===== config.mk =====
export PLATFORM = sky130hd
export DESIGN_NAME = pinwheel_regfile_ctrl
export DESIGN_NICKNAME = d
export VERILOG_FILES = /design/src/rtl/pinwheel_regfile_ctrl.sv
export SDC_FILE = /design/constraint.sdc
export NUM_CORES = 1
export LEC_CHECK = 0
export BUFFER_PORTS_ARGS = -buffer_cell sky130_fd_sc_hd__buf_2
export CAP_MARGIN = 20
export CORE_AREA = 3 3 122 124
export CTS_CLUSTER_DIAMETER = 40
export DETAILED_ROUTE_END_ITERATION = 6
export DIE_AREA = 0 0 125 127
export GPL_ROUTABILITY_DRIVEN = 0
export SETUP_SLACK_MARGIN = 0.02
export SYNTH_ARGS = -nofsm -noshare
export SYNTH_HDL_FRONTEND = slang
export SYNTH_SLANG_ARGS = --single-unit

===== constraint.sdc =====
create_clock -name clk -period 3.8 [get_ports clk]
set_input_delay 1.14 -clock clk [delete_from_list [all_inputs] [get_ports clk]]
set_output_delay 1.14 -clock clk [all_outputs]
set_load 0.02 [all_outputs]

===== src/rtl/pinwheel_regfile_ctrl.sv =====
// Clear-sweep, write-port arbitration and x0 protection in front of the threaded register file.
// Optional read-during-write bypass is enabled by defining PINWHEEL_REGFILE_BYPASS_EN.
module pinwheel_regfile_ctrl #(
    parameter int unsigned reg_count    = 32,
    parameter int unsigned reg_width    = 32,
    parameter int unsigned thread_count = 4,
    localparam int unsigned reg_total   = reg_count * thread_count,
    localparam int unsigned addr_bits   = $clog2(reg_total),
    localparam int unsigned idx_bits    = $clog2(reg_count)
) (
    input  logic                 clk,
    input  logic                 rst,
    output logic                 busy,
    input  logic                 core_rden,
    input  logic [addr_bits-1:0] core_raddr0,
    input  logic [addr_bits-1:0] core_raddr1,
    output logic [reg_width-1:0] core_rdata0,
    output logic [reg_width-1:0] core_rdata1,
    input  logic                 core_wren,
    input  logic [addr_bits-1:0] core_waddr,
    input  logic [reg_width-1:0] core_wdata,
    input  logic                 dbg_req,
    input  logic                 dbg_we,
    input  logic [addr_bits-1:0] dbg_addr,
    input  logic [reg_width-1:0] dbg_wdata,
    output logic                 dbg_ready,
    output logic                 dbg_rvalid,
    output logic [reg_width-1:0] dbg_rdata,
    output logic [addr_bits-1:0] rf_raddr0,
    output logic [addr_bits-1:0] rf_raddr1,
    input  logic [reg_width-1:0] rf_rdata0,
    input  logic [reg_width-1:0] rf_rdata1,
    output logic [addr_bits-1:0] rf_waddr,
    output logic [reg_width-1:0] rf_wdata,
    output logic                 rf_wren
);

    localparam logic [addr_bits-1:0] last_addr = addr_bits'(reg_total - 1);

    typedef enum logic {CLEAR, RUN} state_t;

    state_t               state;
    state_t               state_nx;
    logic [addr_bits-1:0] clear_ptr;

    logic                 wr_req;
    logic [addr_bits-1:0] wr_addr;
    logic [reg_width-1:0] wr_data;
    logic                 wr_keep;
    logic                 dbg_rd_go;
    logic                 rd_pend;
    logic [reg_width-1:0] rd0;
    logic [reg_width-1:0] rd1;

    always_ff @(posedge clk or posedge rst) begin
        if (rst) begin
            state     <= CLEAR;
            clear_ptr <= '0;
        end else begin
            state <= state_nx;
            if (state == CLEAR)
                clear_ptr <= (clear_ptr == last_addr) ? '0 : clear_ptr + addr_bits'(1);
        end
    end

    always_comb begin
        state_nx = state;
        if (state == CLEAR && clear_ptr == last_addr)
            state_nx = RUN;
    end

    always_comb begin
        busy      = 1'b0;
        dbg_ready = 1'b0;
        dbg_rd_go = 1'b0;
        wr_req    = 1'b0;
        wr_addr   = core_waddr;
        wr_data   = core_wdata;
        rf_raddr0 = core_raddr0;
        unique case (state)
            CLEAR: begin
                busy    = 1'b1;
                wr_req  = 1'b1;
                wr_addr = clear_ptr;
                wr_data = '0;
            end
            RUN: begin
                if (core_wren) begin
                    wr_req = 1'b1;
                end else if (dbg_req && dbg_we) begin
                    dbg_ready = 1'b1;
                    wr_req    = 1'b1;
                    wr_addr   = dbg_addr;
                    wr_data   = dbg_wdata;
                end
                // Debug reads borrow port 0 only when the core leaves both read ports idle
                if (dbg_req && !dbg_we && !core_rden) begin
                    dbg_ready = 1'b1;
                    dbg_rd_go = 1'b1;
                    rf_raddr0 = dbg_addr;
                end
            end
            default: ;
        endcase
    end

    // The sweep must zero x0 itself; the x0 filter applies only to run-time writes
    assign wr_keep   = wr_req && (state == CLEAR || wr_addr[idx_bits-1:0] != '0);
    assign rf_wren   = wr_keep;
    assign rf_waddr  = wr_addr;
    assign rf_wdata  = wr_data;
    assign rf_raddr1 = core_raddr1;

`ifdef PINWHEEL_REGFILE_BYPASS_EN
    logic                 byp_wren;
    logic [addr_bits-1:0] byp_waddr;
    logic [reg_width-1:0] byp_wdata;
    logic [addr_bits-1:0] byp_raddr0;
    logic [addr_bits-1:0] byp_raddr1;

    // Port-0 address is the effective one, so stolen debug reads are bypassed too
    always_ff @(posedge clk or posedge rst) begin
        if (rst) begin
            byp_wren   <= 1'b0;
            byp_waddr  <= '0;
            byp_wdata  <= '0;
            byp_raddr0 <= '0;
            byp_raddr1 <= '0;
        end else begin
            byp_wren   <= wr_keep;
            byp_waddr  <= wr_addr;
            byp_wdata  <= wr_data;
            byp_raddr0 <= rf_raddr0;
            byp_raddr1 <= core_raddr1;
        end
    end

    assign rd0 = (byp_wren && byp_raddr0 == byp_waddr) ? byp_wdata : rf_rdata0;
    assign rd1 = (byp_wren && byp_raddr1 == byp_waddr) ? byp_wdata : rf_rdata1;
`else
    assign rd0 = rf_rdata0;
    assign rd1 = rf_rdata1;
`endif

    assign core_rdata0 = rd0;
    assign core_rdata1 = rd1;

    always_ff @(posedge clk or posedge rst) begin
        if (rst) begin
            rd_pend    <= 1'b0;
            dbg_rvalid <= 1'b0;
            dbg_rdata  <= '0;
        end else begin
            rd_pend    <= dbg_rd_go;
            dbg_rvalid <= rd_pend;
            if (rd_pend)
                dbg_rdata <= rd0;
        end
    end

endmodule

==> results <==
- The flow ran to the end, and the final reports show no timing, DRC or antenna violations.
- Setup repair after global routing left no endpoint under its margin.
- Synthesis produced 337 cells.
- The total placed instance area is 3750 um^2.
- The signal on the critical path passes through buf_2 > and3b_1 > buf_4 > nand2_1 > a21oi_1 > buf_2.
- The global-route wire length before repair is 16,200 um.
- In this run the cell area of the synthesized design comes to 2890 um^2.
- The headroom to the max-slew limit is 0.370.
- The post-route worst hold slack is 0.500 ns.
- Global routing finished with a remaining overflow of 0.
- The largest individual stage delay along the critical path comes from the cell sky130_fd_sc_hd__buf_4.
- On the worst path, the slowest cell contributes a delay of 0.31 ns.
- The worst setup path is of the in -> out kind.
- The number of inserted diodes is 0.
- The detailed router finished its first iteration with 110 violations.
- The later pin in the worst-skew pair is clocked with a latency of 0.28 ns.
- Summed over all cells, the static leakage comes to 2.26 nW.
- From synthesis to final layout, the design area changed by 37.0%.
- Data on the critical path arrives at its endpoint at 2.33 ns.
- In this run the vertical extent of the chip is 127 um.
- The net count of the finished layout is 662.
- The power share of the combinational group is 0.165.
- Summing all multi-input logic gate instances after layout gives 1210 um^2.
- The critical path startpoint category is an input pin.
- The HPWL after detailed placement is 9950 um.
- CTS saw 42 sinks.
- The per-cell via count in the routed design is 4.21.
- Counting flops and latches in the post-synthesis netlist gives 42.
- The area occupied by registers is 1050 um^2.
- The count of boundary I/O pins is 315.
- The worst-case clock skew is 0.00566 ns.
- In this run the core area contains 43 standard-cell rows.
- Counting I/O delays and the setup requirement, the final critical path takes 3.47 ns.
- Setup violations remaining at the end of the flow were counted as 0.
- TritonCTS built the clock tree.
- Once placement completed, the tool counted placed cells totaling 672.
- The measured slew at the worst slew-check pin is 0.945 ns.
- The per-instance average area after synthesis is 8.57 um^2.
- The total count of max-transition violations in the final report is 0.
- The share of the core filled with cells in the final layout is 0.285.
- Leaving out fill and tap cells, the most frequent cells in the layout are 236 x sky130_fd_sc_hd__buf_2, 83 x sky130_fd_sc_hd__nand2_1, 42 x sky130_fd_sc_hd__dfrtp_1.
- Across every metal layer, demand over resource in global routing totals 0.132.
- The non-filler instance count after layout is 680.
- The number of resized instances in the post-cts repair step is 0.
- The commonest non-fill, non-tap cell in the layout is sky130_fd_sc_hd__buf_2.
- At the placement stage, the worst setup path has a slack of 0.298 ns.
- Dividing total power by cell area gives a power density of 307 nW/um^2.
- For this block, the routed nets add up to 11,400 um of wire.
- The fraction of final layout cells sized beyond drive strength 1 is 0.586.
- The total of warnings raised by yosys is 0.
- The number of hold buffers added after cts is 0.
- Once routing completed, OpenROAD measured the worst setup slack at 0.327 ns.
- The finished layout cell area is 3950 um^2.
- The count of maximum capacitance violations is 0.
- The detail route stage leaves a number of antenna-violating nets equal to 0.
- After clock tree synthesis, the clock-pin slew on the worst setup and hold paths is 0.05 ns.
- The total number of vias is 2,865.
- Summed over all failing endpoints, the final setup total negative slack is 0 ns.
- The class of the worst hold path is reg -> reg.
- The required time at the endpoint of the critical path is 2.66 ns.
- Summed over all nets, the switching power comes to 0.278 mW.
- Synthesis produced a netlist with a net count of 500.
- The critical path's most frequent cell is sky130_fd_sc_hd__buf_2.
- The core outline area is 13,900 um^2.
- Of the total power, the share spent switching nets is 0.229.
- The number of antenna violations at the first check in global routing is 0.
- The maximum fanout count along the critical path is 33.
- The floorplan step set the die width to 125 um.
- The count of buffers added by post-CTS timing repair for setup is 0.
- The floorplan step defined a die boundary enclosing 15,900 um^2.
- The share of the Yosys chip area taken by registers is 0.364.
- The critical path endpoint category is a primary output.
- Buffers inserted during clock tree synthesis total 5.
- Entering global routing, the biggest net connects 43 pins.
- Counting along the longest clock path gives a buffer depth of 2.
- The final number of hold-violating endpoints is 0.
- The first detailed-routing pass took 4 iterations.
- The via count of the first global-routing pass was 2,708.
- The overall power after layout is 1.21 mW.
- The proportion of power drawn by the clock network is 0.456.
- During placement, the flow inserted port buffers numbering 236.
- The number of filler instances in the final layout is 1,494.
- The synthesized netlist contains 29 unique library cells.
- The cell internal power dissipation is 0.935 mW.
- The maximum VDD drop is 159 uV.
- For this configuration, the core starts out at a cell density of 0.208.
- The DRC violation count after routing is 0.
- The highest clock frequency the design can meet is 288 MHz.
- In the final routed layout, each cell accounts on average for 16.8 um.
- In this run the number of H-tree levels came out at 2.
- Clock tree synthesis selected as its root buffer the cell sky130_fd_sc_hd__clkbuf_16.
- The share of total power in sequential cells is 0.379.
- Dividing the final minimum period by the clock period gives 0.914.
[sequential cells by signal, indices dropped and copies added, names as in the netlist]
| name | cells |
|---|---|
| clear_ptr | 7 |
| dbg_rdata | 32 |
| dbg_rvalid | 1 |
| rd_pend | 1 |
| state | 1 |
[power by group through the flow]
stage,clock [mW],sequential (mW),combinational [mW]
3_5_place_dp,0,0.468,0.202
6_report,0.553,0.460,0.201
3_3_place_gp,0,0.467,0.205
4_1_cts,0.573,0.460,0.203
5_1_grt,0.592,0.461,0.216
2_1_floorplan,0,0.479,0.157
[Yosys cell counts, drive strengths merged]
master,count,share of area
nor4b,1,0.0082
dfrtp,42,0.36
clkbuf,12,0.016
nand3,2,0.0035
xor2,2,0.0061
and3b,1,0.0030
xnor2,2,0.0061
nor2,8,0.010
or3,2,0.0043
nor4,1,0.0022
inv,4,0.0052
or4,1,0.0026
a21o,1,0.0026
buf,79,0.20
nor3,4,0.0069
mux2,39,0.15
nand4b,2,0.0061
nand2,83,0.11
nand2b,2,0.0043
a21oi,34,0.059
o21ai,5,0.0087
ha,1,0.0043
nand4,1,0.0022
a31oi,7,0.015
nand3b,1,0.0026
[per-layer routing]
layer / GRT usage / routed length, um
met3: 0.0414 / 1190
met2: 0.237 / 5740
met1: 0.141 / 4040
met4: 0.0631 / 437
met5: 0 / 0
[critical path: cells and delay by family]
family,cells,cell delay [ns]
buffers and inverters,3,0.65
and+or+nand+nor,2,0.31
AOI/OAI and AO/OA,1,0.22
[path summary, 6_finish.rpt]
check                      cells past startpoint  slack (ns)     startpoint             to
max                                            6        0.33      core_wren    rf_wdata[5]
min                                            1        0.50  dbg_rdata[16]  dbg_rdata[16]
max reg2reg                                    2        2.00        rd_pend   dbg_rdata[2]
min reg2reg                                    1        0.50  dbg_rdata[16]  dbg_rdata[16]
max in group asynchronous                      3        2.45            rst  dbg_rdata[22]
min in group asynchronous                      3        0.98            rst   clear_ptr[5]
[kinds of logic after synthesis]
family,Yosys count,synth area share
and+or+nand+nor,109,0.164
xor gates and xnor gates,4,0.0121
buffers and inverters,95,0.218
AOI/OAI and AO/OA,47,0.0854
adders and majority gates,1,0.00433
DFF,42,0.364
muxes,39,0.152
[area by class of cell]
cell class,instances,area share
repair buffers,246,0.318
multi-input cells,200,0.305
flip-flops and latches,42,0.266
well taps,180,0.0570
clock buffers,6,0.0351
clock inverters,2,0.0152
inverters,4,0.00380
(Power assumes the default switching activity.)
